===== src/rtl/acc_pkg.sv =====
`default_nettype none
// +------------------------------------------------------------------------+
// | Package     : acc_pkg                                                  |
// | Description : Shared definitions for the accelerator APB master: FSM   |
// |               state encoding, address width default and accelerator    |
// |               control register constants.                              |
// | Revision    : 1.0 - initial release                                    |
// +------------------------------------------------------------------------+
package acc_pkg;

  // Address width of the accelerator APB slave
  localparam int ACC_APB_ADDR_WIDTH = 13;

  // Accelerator control register and the values written to start/stop it
  localparam logic [ACC_APB_ADDR_WIDTH-1:0] ACC_CTRL_ADDR = '0;
  localparam logic [31:0] ACC_EN_VALUE  = 32'd1;
  localparam logic [31:0] ACC_END_VALUE = 32'd0;

  // APB initiator transfer phases
  typedef enum logic [1:0] {
    ST_IDLE   = 2'd0,
    ST_SETUP  = 2'd1,
    ST_ACCESS = 2'd2,
    ST_RESP   = 2'd3
  } apb_state_e;

endpackage
`default_nettype wire


===== src/rtl/acc_apb_timeout.sv =====
`default_nettype none
// +------------------------------------------------------------------------+
// | Module      : acc_apb_timeout                                          |
// | Description : Counts ACCESS-phase wait cycles and flags the cycle on   |
// |               which the wait budget is exhausted.                      |
// | Revision    : 1.0 - initial release                                    |
// +------------------------------------------------------------------------+
module acc_apb_timeout #(
  parameter int TIMEOUT_CYCLES = 255
) (
  input  logic HCLK,
  input  logic rst,
  input  logic clear,       // entering ACCESS: restart the count
  input  logic wait_cycle,  // ACCESS cycle with PREADY low
  output logic limit_hit    // this wait cycle is the last one allowed
);

  localparam int CNT_W = $clog2(TIMEOUT_CYCLES + 1);
  localparam logic [CNT_W-1:0] LIMIT = CNT_W'(TIMEOUT_CYCLES - 1);

  logic [CNT_W-1:0] count_d, count_q;

  // The count holds the number of wait cycles already spent, so the
  // TIMEOUT_CYCLES-th wait cycle is the one that sees LIMIT.
  assign limit_hit = (count_q == LIMIT);

  // Next count: clear has priority, then one step per wait cycle
  always_comb begin
    count_d = count_q;
    if (clear) begin
      count_d = '0;
    end else if (wait_cycle) begin
      count_d = count_q + 1'b1;
    end
  end

  // Counter register
  always_ff @(posedge HCLK) begin
    if (rst) begin
      count_q <= '0;
    end else begin
      count_q <= count_d;
    end
  end

endmodule
`default_nettype wire


===== src/rtl/acc_apb_master.sv =====
`default_nettype none
// +------------------------------------------------------------------------+
// | Module      : acc_apb_master                                           |
// | Description : Single-outstanding APB initiator driving the accelerator |
// |               register slave from a valid/ready command interface.     |
// |               Optional ACCESS wait timeout enabled by defining         |
// |               ACC_APB_MASTER_TIMEOUT_EN.                               |
// | Revision    : 1.0 - initial release                                    |
// +------------------------------------------------------------------------+
module acc_apb_master
  import acc_pkg::*;
#(
  parameter int APB_ADDR_WIDTH = ACC_APB_ADDR_WIDTH,
  parameter int TIMEOUT_CYCLES = 255
) (
  input  logic                      HCLK,
  input  logic                      rst,
  // command side
  input  logic                      cmd_valid,
  output logic                      cmd_ready,
  input  logic                      cmd_write,
  input  logic [APB_ADDR_WIDTH-1:0] cmd_addr,
  input  logic [31:0]               cmd_wdata,
  // response side
  output logic                      rsp_valid,
  output logic [31:0]               rsp_rdata,
  output logic                      rsp_err,
  output logic                      rsp_timeout,
  // APB initiator
  output logic [APB_ADDR_WIDTH-1:0] PADDR,
  output logic [31:0]               PWDATA,
  output logic                      PWRITE,
  output logic                      PSEL,
  output logic                      PENABLE,
  input  logic [31:0]               PRDATA,
  input  logic                      PREADY,
  input  logic                      PSLVERR
);

  apb_state_e                state_d, state_q;
  logic                      psel_d, psel_q;
  logic                      penable_d, penable_q;
  logic                      pwrite_d, pwrite_q;
  logic [APB_ADDR_WIDTH-1:0] paddr_d, paddr_q;
  logic [31:0]               pwdata_d, pwdata_q;
  logic                      rsp_valid_d, rsp_valid_q;
  logic [31:0]               rsp_rdata_d, rsp_rdata_q;
  logic                      rsp_err_d, rsp_err_q;
  logic                      timeout_hit;

`ifdef ACC_APB_MASTER_TIMEOUT_EN
  logic rsp_timeout_d, rsp_timeout_q;

  // Wait-cycle budget for the ACCESS phase
  acc_apb_timeout #(
    .TIMEOUT_CYCLES (TIMEOUT_CYCLES)
  ) u_timeout (
    .HCLK       (HCLK),
    .rst        (rst),
    .clear      (state_q == ST_SETUP),
    .wait_cycle ((state_q == ST_ACCESS) && !PREADY),
    .limit_hit  (timeout_hit)
  );

  assign rsp_timeout = rsp_timeout_q;
`else
  logic unused_timeout_cfg;

  // ACCESS waits for PREADY indefinitely
  assign timeout_hit        = 1'b0;
  assign rsp_timeout        = 1'b0;
  assign unused_timeout_cfg = (TIMEOUT_CYCLES != 0);
`endif

  // Commands are only taken between transfers
  assign cmd_ready = (state_q == ST_IDLE);

  assign PSEL      = psel_q;
  assign PENABLE   = penable_q;
  assign PWRITE    = pwrite_q;
  assign PADDR     = paddr_q;
  assign PWDATA    = pwdata_q;
  assign rsp_valid = rsp_valid_q;
  assign rsp_rdata = rsp_rdata_q;
  assign rsp_err   = rsp_err_q;

  // Next-state and next-output decode; APB outputs are computed one
  // cycle ahead so every output comes straight from a flop.
  always_comb begin
    state_d     = state_q;
    psel_d      = psel_q;
    penable_d   = penable_q;
    pwrite_d    = pwrite_q;
    paddr_d     = paddr_q;
    pwdata_d    = pwdata_q;
    rsp_valid_d = 1'b0;
    rsp_rdata_d = rsp_rdata_q;
    rsp_err_d   = rsp_err_q;
`ifdef ACC_APB_MASTER_TIMEOUT_EN
    rsp_timeout_d = rsp_timeout_q;
`endif
    case (state_q)
      ST_IDLE: begin
        if (cmd_valid) begin
          state_d   = ST_SETUP;
          psel_d    = 1'b1;
          penable_d = 1'b0;
          pwrite_d  = cmd_write;
          paddr_d   = cmd_addr;
          pwdata_d  = cmd_wdata;
        end
      end
      ST_SETUP: begin
        state_d   = ST_ACCESS;
        penable_d = 1'b1;
      end
      ST_ACCESS: begin
        if (PREADY || timeout_hit) begin
          state_d     = ST_RESP;
          psel_d      = 1'b0;
          penable_d   = 1'b0;
          pwrite_d    = 1'b0;
          paddr_d     = '0;
          pwdata_d    = '0;
          rsp_valid_d = 1'b1;
          if (PREADY) begin
            // A write has no read data to return
            rsp_rdata_d = pwrite_q ? 32'd0 : PRDATA;
            rsp_err_d   = PSLVERR;
`ifdef ACC_APB_MASTER_TIMEOUT_EN
            rsp_timeout_d = 1'b0;
`endif
          end else begin
            rsp_rdata_d = 32'd0;
            rsp_err_d   = 1'b1;
`ifdef ACC_APB_MASTER_TIMEOUT_EN
            rsp_timeout_d = 1'b1;
`endif
          end
        end
      end
      ST_RESP: begin
        state_d = ST_IDLE;
      end
      default: begin
        state_d = ST_IDLE;
      end
    endcase
  end

  // State and output registers; reset abandons any transfer in flight
  always_ff @(posedge HCLK) begin
    if (rst) begin
      state_q     <= ST_IDLE;
      psel_q      <= 1'b0;
      penable_q   <= 1'b0;
      pwrite_q    <= 1'b0;
      paddr_q     <= '0;
      pwdata_q    <= '0;
      rsp_valid_q <= 1'b0;
      rsp_rdata_q <= '0;
      rsp_err_q   <= 1'b0;
`ifdef ACC_APB_MASTER_TIMEOUT_EN
      rsp_timeout_q <= 1'b0;
`endif
    end else begin
      state_q     <= state_d;
      psel_q      <= psel_d;
      penable_q   <= penable_d;
      pwrite_q    <= pwrite_d;
      paddr_q     <= paddr_d;
      pwdata_q    <= pwdata_d;
      rsp_valid_q <= rsp_valid_d;
      rsp_rdata_q <= rsp_rdata_d;
      rsp_err_q   <= rsp_err_d;
`ifdef ACC_APB_MASTER_TIMEOUT_EN
      rsp_timeout_q <= rsp_timeout_d;
`endif
    end
  end

endmodule
`default_nettype wire


===== config.mk =====
export PLATFORM = sky130hd
export DESIGN_NAME = acc_apb_master
export DESIGN_NICKNAME = d
export VERILOG_FILES = /design/src/rtl/acc_pkg.sv /design/src/rtl/acc_apb_timeout.sv /design/src/rtl/acc_apb_master.sv
export SDC_FILE = /design/constraint.sdc
export NUM_CORES = 1
export LEC_CHECK = 0
export ABC_CLOCK_PERIOD_IN_PS = 4850
export BUFFER_PORTS_ARGS = -buffer_cell sky130_fd_sc_hd__buf_2
export CORE_ASPECT_RATIO = 0.6
export CORE_MARGIN = 3
export CORE_UTILIZATION = 46
export DETAILED_ROUTE_END_ITERATION = 12
export PLACE_DENSITY_LB_ADDON = 0.15
export SYNTH_ARGS = -nofsm -noshare
export SYNTH_HDL_FRONTEND = slang
export SYNTH_SLANG_ARGS = --single-unit

===== constraint.sdc =====
create_clock -name HCLK -period 4.85 [get_ports HCLK]
set_input_delay 0.485 -clock HCLK [delete_from_list [all_inputs] [get_ports HCLK]]
set_output_delay 0.485 -clock HCLK [all_outputs]
set_load 0.005 [all_outputs]

======== After elaboration in Yosys (flattened, before gate mapping) ========
Cells that the tools add are included.
W data, S select, Z words.
operators by class
  equal/unequal tests ..................... 5
  muxes and demuxes ....................... 18
  bitwise gates (word level) .............. 1
  reduce and logical (&&, ||, !) cells .... 8
operator list
  operator              count
  $mux W32              3
  $pmux W32 S2          1
  $mux W13              2
  $pmux W13 S2          1
  $pmux W2 S4           1
  $reduce_and A3 Y1     2
  $mux W1               5
  $eq A2 B2 Y1 const B  2
  $mux W2               2
  $ne A2 B2 Y1 const B  2
  $pmux W1 S2           2
  $reduce_and A2 Y1     2
  $pmux W1 S3           1
  $reduce_bool A3 Y1    1
  $eq A2 B1 Y1 const B  1
  $logic_not A2 Y1      1
  $reduce_bool A2 Y1    1
  $reduce_or A2 Y1      1
  $not A1 Y1            1
word-level totals
  register bits ........................... 84
  input bits .............................. 83
  output and inout bits ................... 84
  word-level logic and storage cells ...... 41

======== Longest topological paths before layout ========
Gate-level depths: netlist (run 1).
  word-level depth ........................ 3
  mapped depth ............................ 6
  gate-level depth less buffers ........... 5

======== Least setup slack after synthesis (run 1) ========
No wires, ideal clock.
  path type ............................... reg-to-reg
  start point ............................. reg state_q[0]
  end point ............................... reg paddr_q[0], in the netlist PADDR[0]
  library setup time ...................... 0.057 ns
  data arrival time ....................... 1.595 ns
  required time ........................... 4.793 ns
  setup slack ............................. 3.198 ns
  cell stages (with the launch flop) ...... 7
  path buffers ............................ 1
  period minus slack after synthesis ...... 1.652 ns
  path through ............................ dfxtp_1 > inv_1 > ha_1 > mux2_4 > a21oi_4 > buf_8 > a22o_2
between the ends
  longest elaborated chain between the ends .. 3
  elaborated cells between the ends (all ways) .. 7
  classes of those cells .................. eq/ne: 3; mux: 1; reduce/logical: 3
RTL lines
  what                                                                 RTL line               source
  start: declaration                                                   acc_apb_master.sv:40   apb_state_e state_d, state_q;
  start signal: assignment                                             acc_apb_master.sv:167  state_q <= state_d;
  $eq A2 B2 Y1 / $logic_not A2 Y1 (equally long branches)              acc_apb_master.sv:102  case (state_q)
  $ne A2 B2 Y1 (no line) / $reduce_bool A2 Y1 (equally long branches)  -
  $reduce_and A3 Y1 (no line)                                          -
  end signal: assignment                                               acc_apb_master.sv:171  paddr_q <= paddr_d;
  end: declaration                                                     acc_apb_master.sv:44   logic [APB_ADDR_WIDTH-1:0] paddr_d, paddr_q;
Several ways; a longest one is shown, not always the timed one.
A chain may end at the register's enable or synchronous reset.

======== Worst setup path in the final report (run 1) ========
  start point ............................. reg state_q[0]
  end point ............................... reg pwdata_q[1], in the netlist PWDATA[1]
between the ends
  longest elaborated chain between the ends .. 3
  elaborated cells between the ends (all ways) .. 7
  classes of those cells .................. eq/ne: 3; mux: 1; reduce/logical: 3
RTL lines
  what                                                                 RTL line               source
  $eq A2 B2 Y1 / $logic_not A2 Y1 (equally long branches)              acc_apb_master.sv:102
  $ne A2 B2 Y1 (no line) / $reduce_bool A2 Y1 (equally long branches)  -
  $reduce_and A3 Y1 (no line)                                          -
  end signal: assignment                                               acc_apb_master.sv:172  pwdata_q <= pwdata_d;
  end: declaration                                                     acc_apb_master.sv:45   logic [31:0] pwdata_d, pwdata_q;
Several ways; a longest one is shown, not always the timed one.

==> flow_summary.yaml, run 1 <==
outcome:
  status: "finished, final reports clean"
clock_tree:
  insertion_delay_ns: 0.34
  clk_path_buf_depth: 2
  cts_sinks: 84
  cts_tree: "done"
  cts_resized: 0
  cts_setup_buffers: 0
  numCtsBuffers: 9
  postCtsHoldBufs: 0
  h-tree-depth: 3
  clk_pin_slew_worst_paths_ns: 0.08
  cts-root-buf: "clkbuf_8"
final_layout:
  nFillCells: 464
  area_delta_synth_final_pct: 34.41
  final_layout_size_suffix_gt1_share_pct: 58.73
  antennaDiodeCount: 0
  multiInputGateArea_um2: 994.7
  final_cells: 458
  final_nets: 462
  final_util_pct: 66.08
  finish.instance_area_um2: 3802
  regArea_um2: 1682
yosys:
  synth_cell_types: 27
  async_flop_share_pct: 0
  synth_seq_cells: 84
  yosys_most_used_dff: "dfxtp_1"
  syn_avg_cell_area_um2: 13.28
  synth_top_area_share_pct: 59.44
  ys_seq_area_share_pct: 59.44
  synthCells: 213
  yosysWarnings: 0
  synth_area_leaders: "dfxtp_1 (59%), a22o_2 (13%), a22o_1 (13%), ha_1 (2.7%), buf_8 (2.1%)"
  synth-edff-count: 0
  synth.largest_area_cell: "dfxtp_1"
  synthesis.area_um2: 2829
  synth_common_cells: "dfxtp_1 (84), a22o_1 (41), a22o_2 (37), buf_2 (7)"
  yosys.cell_count.top_type: "dfxtp_1"
  synth_nets: 302
die:
  die_w_um: 107.2
  die-area_um2: 7158
  fp-row-count: 21
  initial_utilization_pct: 49.16
  io_pins: 167
  core-area_um2: 5754
  die_y_um: 66.75
power_and_ir_drop:
  p_clk_share_pct: 24.1
  power_frac_comb_pct: 29.1
  vdd_ir_drop_max_v: 0.0002383
  seqPwrFrac_pct: 46.8
  p_sw_w: 0.0005963
  leakagePower_nw: 1.923
  pwr_density_cell_nw_per_um2: 513.4
  netSwitchingFraction_pct: 30.55
  internal-power_w: 0.001356
global_route:
  grt_pass1_vias: 2253
  grt-busiest-layer: "met2"
  grt_remaining_overflow: 0
  grt_use_total_pct: 19.37
  use_met2_pct: 30.69
  antenna_found_initial: 0
  grtUsageMet3_pct: 7.648
  grt_use_met1_pct: 24.43
  grt_max_degree: 47
  grt_pass1_wl_um: 10870
worst_setup_path:
  crit_arrival_ns: 2.60
  cp.required_ns: 5.12
  worstSetupPathType: "reg -> reg"
  max_stage_delay_ns: 0.90
  critPathLaunchType: "register"
  worstPathCellList: "inv_1 -> ha_1 -> mux2_4 -> a21oi_4 -> a22o_2"
  end_kind: "register"
  cp_slowest_cell: "a21oi_4"
  critPathMaxFanout: 46
sta:
  layout_setup_ws_ns: 2.526
  setup-tns-final_ns: 0
  period_minus_slack_ns: 2.324
  timing.final.crit_share_pct: 47.92
  slew_headroom_pct: 21.99
  fmax_ghz: 0.4303
  hold_viol_final: 0
  slew_viol_final: 0
  worst_slew_pin_slew_ns: 1.166
  grt_setup_unrepaired: "false"
  fin_skew_ns: 0.007460
  final-setup-viol-count: 0
placement:
  dp_slack_ns: 2.539
  io_buffers: 165
  placed_area_um2: 3617
  dpl.cell_count: 442
  dp_hpwl_um: 4975
  gp_congestion: 0.7556
routing:
  routed_wl_um: 6984
  drc: 0
  wl_per_cell_um: 15.25
  drt_iter0_drc: 105
  drt-vias-per-instance: 5.044
  vias: 2310
  drt_pre_antenna_iters: 4
  ant_nets: 0
worst_hold_path:
  hold_class: "in -> reg"
job:
  maxCapViolCount: 0
==> power groups by stage <==
stage / Sequential, W / Clock [W] / Combinational [W]
floorplan: 0.000934 / 0 / 0.000386
global placement: 0.000925 / 0 / 0.000559
detailed placement: 0.000924 / 0 / 0.000574
CTS: 0.000913 / 0.000485 / 0.000575
global route: 0.000932 / 0.000516 / 0.000622
finish: 0.000914 / 0.000471 / 0.000567
==> flip-flops by register name (all words and copies together) (netlist names) <==
| register | flops |
|---|---|
| PADDR | 13 |
| PENABLE | 1 |
| PSEL | 1 |
| PWDATA | 32 |
| PWRITE | 1 |
| rsp_err | 1 |
| rsp_rdata | 32 |
| rsp_valid | 1 |
| state_q | 2 |
==> cells by family (layout without fill, tap and decap cells) <==
group | count (synthesis) | count (layout) | synth area share, %
AO/OA/AOI/OAI | 88 | 88 | 28.17
adder cells (fa/ha/maj) | 6 | 6 | 2.654
flip-flops | 84 | 84 | 59.44
AND/OR/NAND/NOR | 14 | 14 | 3.317
multiplexers | 1 | 1 | 0.5306
other | 1 | 1 | 0.1326
buffers and inverters | 19 | 184 | 5.749
==> worst max-delay path: cells and delay by family (launching register included) <==
kind | cells | cell delay (ns)
AOI/OAI and AO/OA | 2 | 1.18
adders and majority gates | 1 | 0.25
buffers and inverters | 1 | 0.11
DFF | 1 | 0.38
muxes | 1 | 0.34
==> cell usage in the layout (no fill, tap or decap), types with 2 or more instances in the layout <==
master / n
a21oi_1: 5
a22o_1: 41
a22o_2: 37
buf_2: 165
clkbuf_1: 3
clkbuf_8: 9
clkinvlp_4: 2
dfxtp_1: 84
ha_1: 6
inv_1: 2
nand2_1: 2
nand3_1: 2
nor2b_1: 2
==> per-stage QoR <==
step | hold slack (ns) | power [W]
floorplan | 0.4527 | 0.001319
global placement | 0.4411 | 0.001484
detailed placement | 0.4531 | 0.001497
CTS | 0.3299 | 0.001974
global route | 0.3265 | 0.002070
finish | 0.3518 | 0.001952
==> cell type report <==
class | instances | share of cell area (%)
multi-input combinational | 110 | 26.16
clock buffer | 12 | 3.554
clock inverter | 4 | 1.316
sequential | 84 | 44.22
timing repair buffer | 166 | 21.92
inverter | 2 | 0.1974
tap | 80 | 2.632
==> final timing paths <==
| kind | to | slack [ns] | start | depth (start not counted) |
|---|---|---|---|---|
| max | PWDATA[1]$_SDFFE_PP0P_ | 2.53 | state_q[0]$_SDFFE_PP0P_ | 5 |
| min | rsp_rdata[18]$_SDFFE_PP0P_ | 0.35 | PRDATA[18] | 2 |
| max reg2reg | PWDATA[1]$_SDFFE_PP0P_ | 2.53 | state_q[0]$_SDFFE_PP0P_ | 5 |
| min reg2reg | PWDATA[25]$_SDFFE_PP0P_ | 0.48 | PWDATA[25]$_SDFFE_PP0P_ | 1 |
==> layer usage <==
metal	part of all wire, %	wire length [µm]	up-vias
li1	-	-	1130
met1	46	3185	1067
met2	44	3101	109
met3	9.7	680	4
met4	0.24	17	0
met5	0	0	-
Note: power is estimated with default switching activity, not from simulation.
==> run 2, diff against run 1 <==
--- a/config.mk
+++ b/config.mk
@@ -5,11 +5,11 @@
 export SDC_FILE = /design/constraint.sdc
 export NUM_CORES = 1
 export LEC_CHECK = 0
-export ABC_CLOCK_PERIOD_IN_PS = 4850
+export ABC_CLOCK_PERIOD_IN_PS = 2100
 export BUFFER_PORTS_ARGS = -buffer_cell sky130_fd_sc_hd__buf_2
 export CORE_ASPECT_RATIO = 0.6
 export CORE_MARGIN = 3
-export CORE_UTILIZATION = 46
+export CORE_UTILIZATION = 39
 export DETAILED_ROUTE_END_ITERATION = 12
 export PLACE_DENSITY_LB_ADDON = 0.15
 export SYNTH_ARGS = -nofsm -noshare
==> constraint.sdc (replaced) <==
create_clock -name HCLK -period 2.1 [get_ports HCLK]
set_input_delay 0.21 -clock HCLK [delete_from_list [all_inputs] [get_ports HCLK]]
set_output_delay 0.21 -clock HCLK [all_outputs]
set_load 0.005 [all_outputs]
==> run 2 against run 1 <==
  * Clock power grew to 3.5 times the previous value
  * Non-clock buffer count grew 3
  * Clock-buffer cell count decreased by 3
  * Cell area grew 4.4%
  * Via count fell by 1.9%
  * Critical path depth rose by 1
  * Sequential share of layout area is 1.9 points lower
  * Sequential cell count unchanged
  * Critical path type unchanged
  * Largest cell class unchanged
  * Highest routed layer unchanged
==> flow_summary.yaml, run 2 (synthesis gave the netlist of run 1 again) <==
sta:
  slew_headroom_pct: 62.55
  hold_viol_final: 0
  period_minus_slack_ns: 1.808
  fin_skew_ns: 0.003219
  final-setup-viol-count: 0
  fmax_ghz: 0.5532
  timing.final.crit_share_pct: 86.08
  grt_setup_unrepaired: "false"
  worst_slew_pin_slew_ns: 0.5618
  setup-tns-final_ns: 0
  slew_viol_final: 0
routing:
  drt-vias-per-instance: 4.840
  drt_iter0_drc: 109
  wl_per_cell_um: 14.37
  vias: 2265
  drc: 0
  drt_pre_antenna_iters: 4
  routed_wl_um: 6724
  ant_nets: 0
clock_tree:
  cts-root-buf: "clkbuf_16"
  h-tree-depth: 3
  clk_path_buf_depth: 2
  numCtsBuffers: 9
  cts_resized: 0
  cts_sinks: 84
  postCtsHoldBufs: 0
  cts_setup_buffers: 0
  cts_tree: "done"
  clk_pin_slew_worst_paths_ns: 0.06
  insertion_delay_ns: 0.33
worst_setup_path:
  critPathMaxFanout: 30
  cp.required_ns: 2.37
  end_kind: "register"
  crit_arrival_ns: 2.08
  worstSetupPathType: "reg -> reg"
  r2r_slack_ns: 0.29
  critPathLaunchType: "register"
placement:
  dp_hpwl_um: 4801
  gp_congestion: 0.7312
  dpl.cell_count: 452
  placed_area_um2: 3649
  io_buffers: 165
final_layout:
  area_delta_synth_final_pct: 40.29
  finish.instance_area_um2: 3969
  final_cell_mix: "buf_2 (165), dfxtp_1 (84), a22o_1 (41)"
  antennaDiodeCount: 0
  final_cells: 468
  final_util_pct: 57.95
  layout_commonest_cell: "buf_2"
  final_nets: 465
  final_layout_size_suffix_gt1_share_pct: 59.84
worst_hold_path:
  hold_class: "in -> reg"
die:
  die_y_um: 71.97
  io_pins: 167
  die_w_um: 116.0
  die-area_um2: 8345
  fp-row-count: 23
  initial_utilization_pct: 41.30
  core-area_um2: 6849
outcome:
  status: "finished, final reports clean"
global_route:
  antenna_found_initial: 0
  grt_max_degree: 47
  grt_pass1_vias: 2155
  grt_remaining_overflow: 0
  grt_use_total_pct: 16.09
  grt_pass1_wl_um: 10310
power_and_ir_drop:
  vdd_ir_drop_max_v: 0.0005675
  leakagePower_nw: 2.008
  pwr_density_cell_nw_per_um2: 1280
job:
  maxCapViolCount: 0
-- run 2: cell count changes in the layout (fill, tap and decap cells not counted) --
cell and change:
clkinv_2 +2, buf_4 +3, clkinv_4 +1, clkbuf_1 -3, clkinvlp_4 -1, and4bb_2 -1
clkbuf_8 -9, clkbuf_16 +9, and4bb_4 +1, bufinv_16 +1
-- run 2: routing by layer --
| layer | share of wire [%] | up-vias | global-route usage (%) |
|---|---|---|---|
| met5 | 0 | - | 0 |
| met4 | 0.88 | 0 | 6.178 |
| met3 | 9.1 | 6 | 8.333 |
| met2 | 44 | 87 | 24.09 |
| met1 | 46 | 1036 | 19.83 |
| li1 | - | 1136 | - |
-- run 2: power breakdown --
group	switching, W	leakage [nW]	internal (W)
registers	0.000179	0.684	0.00193
logic	0.000657	1.17	0.000683
clock network	0.000597	0.155	0.00104
-- run 2: worst max-delay path, stage by stage, from the launching register on --
cell and delay [ns]:
dfxtp_1 0.38, inv_1 0.11, ha_1 0.25, mux2_4 0.34, a21oi_4 0.15, buf_4 0.32
a22o_2 0.20
-- run 2: layout make-up --
class / instances / area [µm²]
Timing Repair Buffer: 169 / 855.8
Fill cell: 586 / 2880
Inverter: 2 / 7.507
Clock inverter: 7 / 91.34
Tap cell: 87 / 108.9
Clock buffer: 9 / 225.2
Multi-Input combinational cell: 110 / 998.5
Sequential cell: 84 / 1682
-- run 2: metrics by stage --
stage,hold WS [ns],power (W),setup WS (ns)
3_3_place_gp,0.4193,0.003470,0.1080
6_report,0.08739,0.005079,0.2923
5_1_grt,0.06541,0.005393,0.1637
3_5_place_dp,0.4249,0.003485,0.03096
4_1_cts,0.07334,0.005144,0.03405
2_1_floorplan,0.3355,0.003047,0.4479
-- run 2: worst paths after layout --
kind                                start                         end  depth (start not counted)
hold reg to reg      rsp_err$_SDFFE_PP0P_        rsp_err$_SDFFE_PP0P_                          2
setup / recovery  state_q[0]$_SDFFE_PP0P_      PADDR[11]$_SDFFE_PP0P_                          6
setup reg to reg  state_q[0]$_SDFFE_PP0P_      PADDR[11]$_SDFFE_PP0P_                          6
hold / removal                 PRDATA[11]  rsp_rdata[11]$_SDFFE_PP0P_                          2
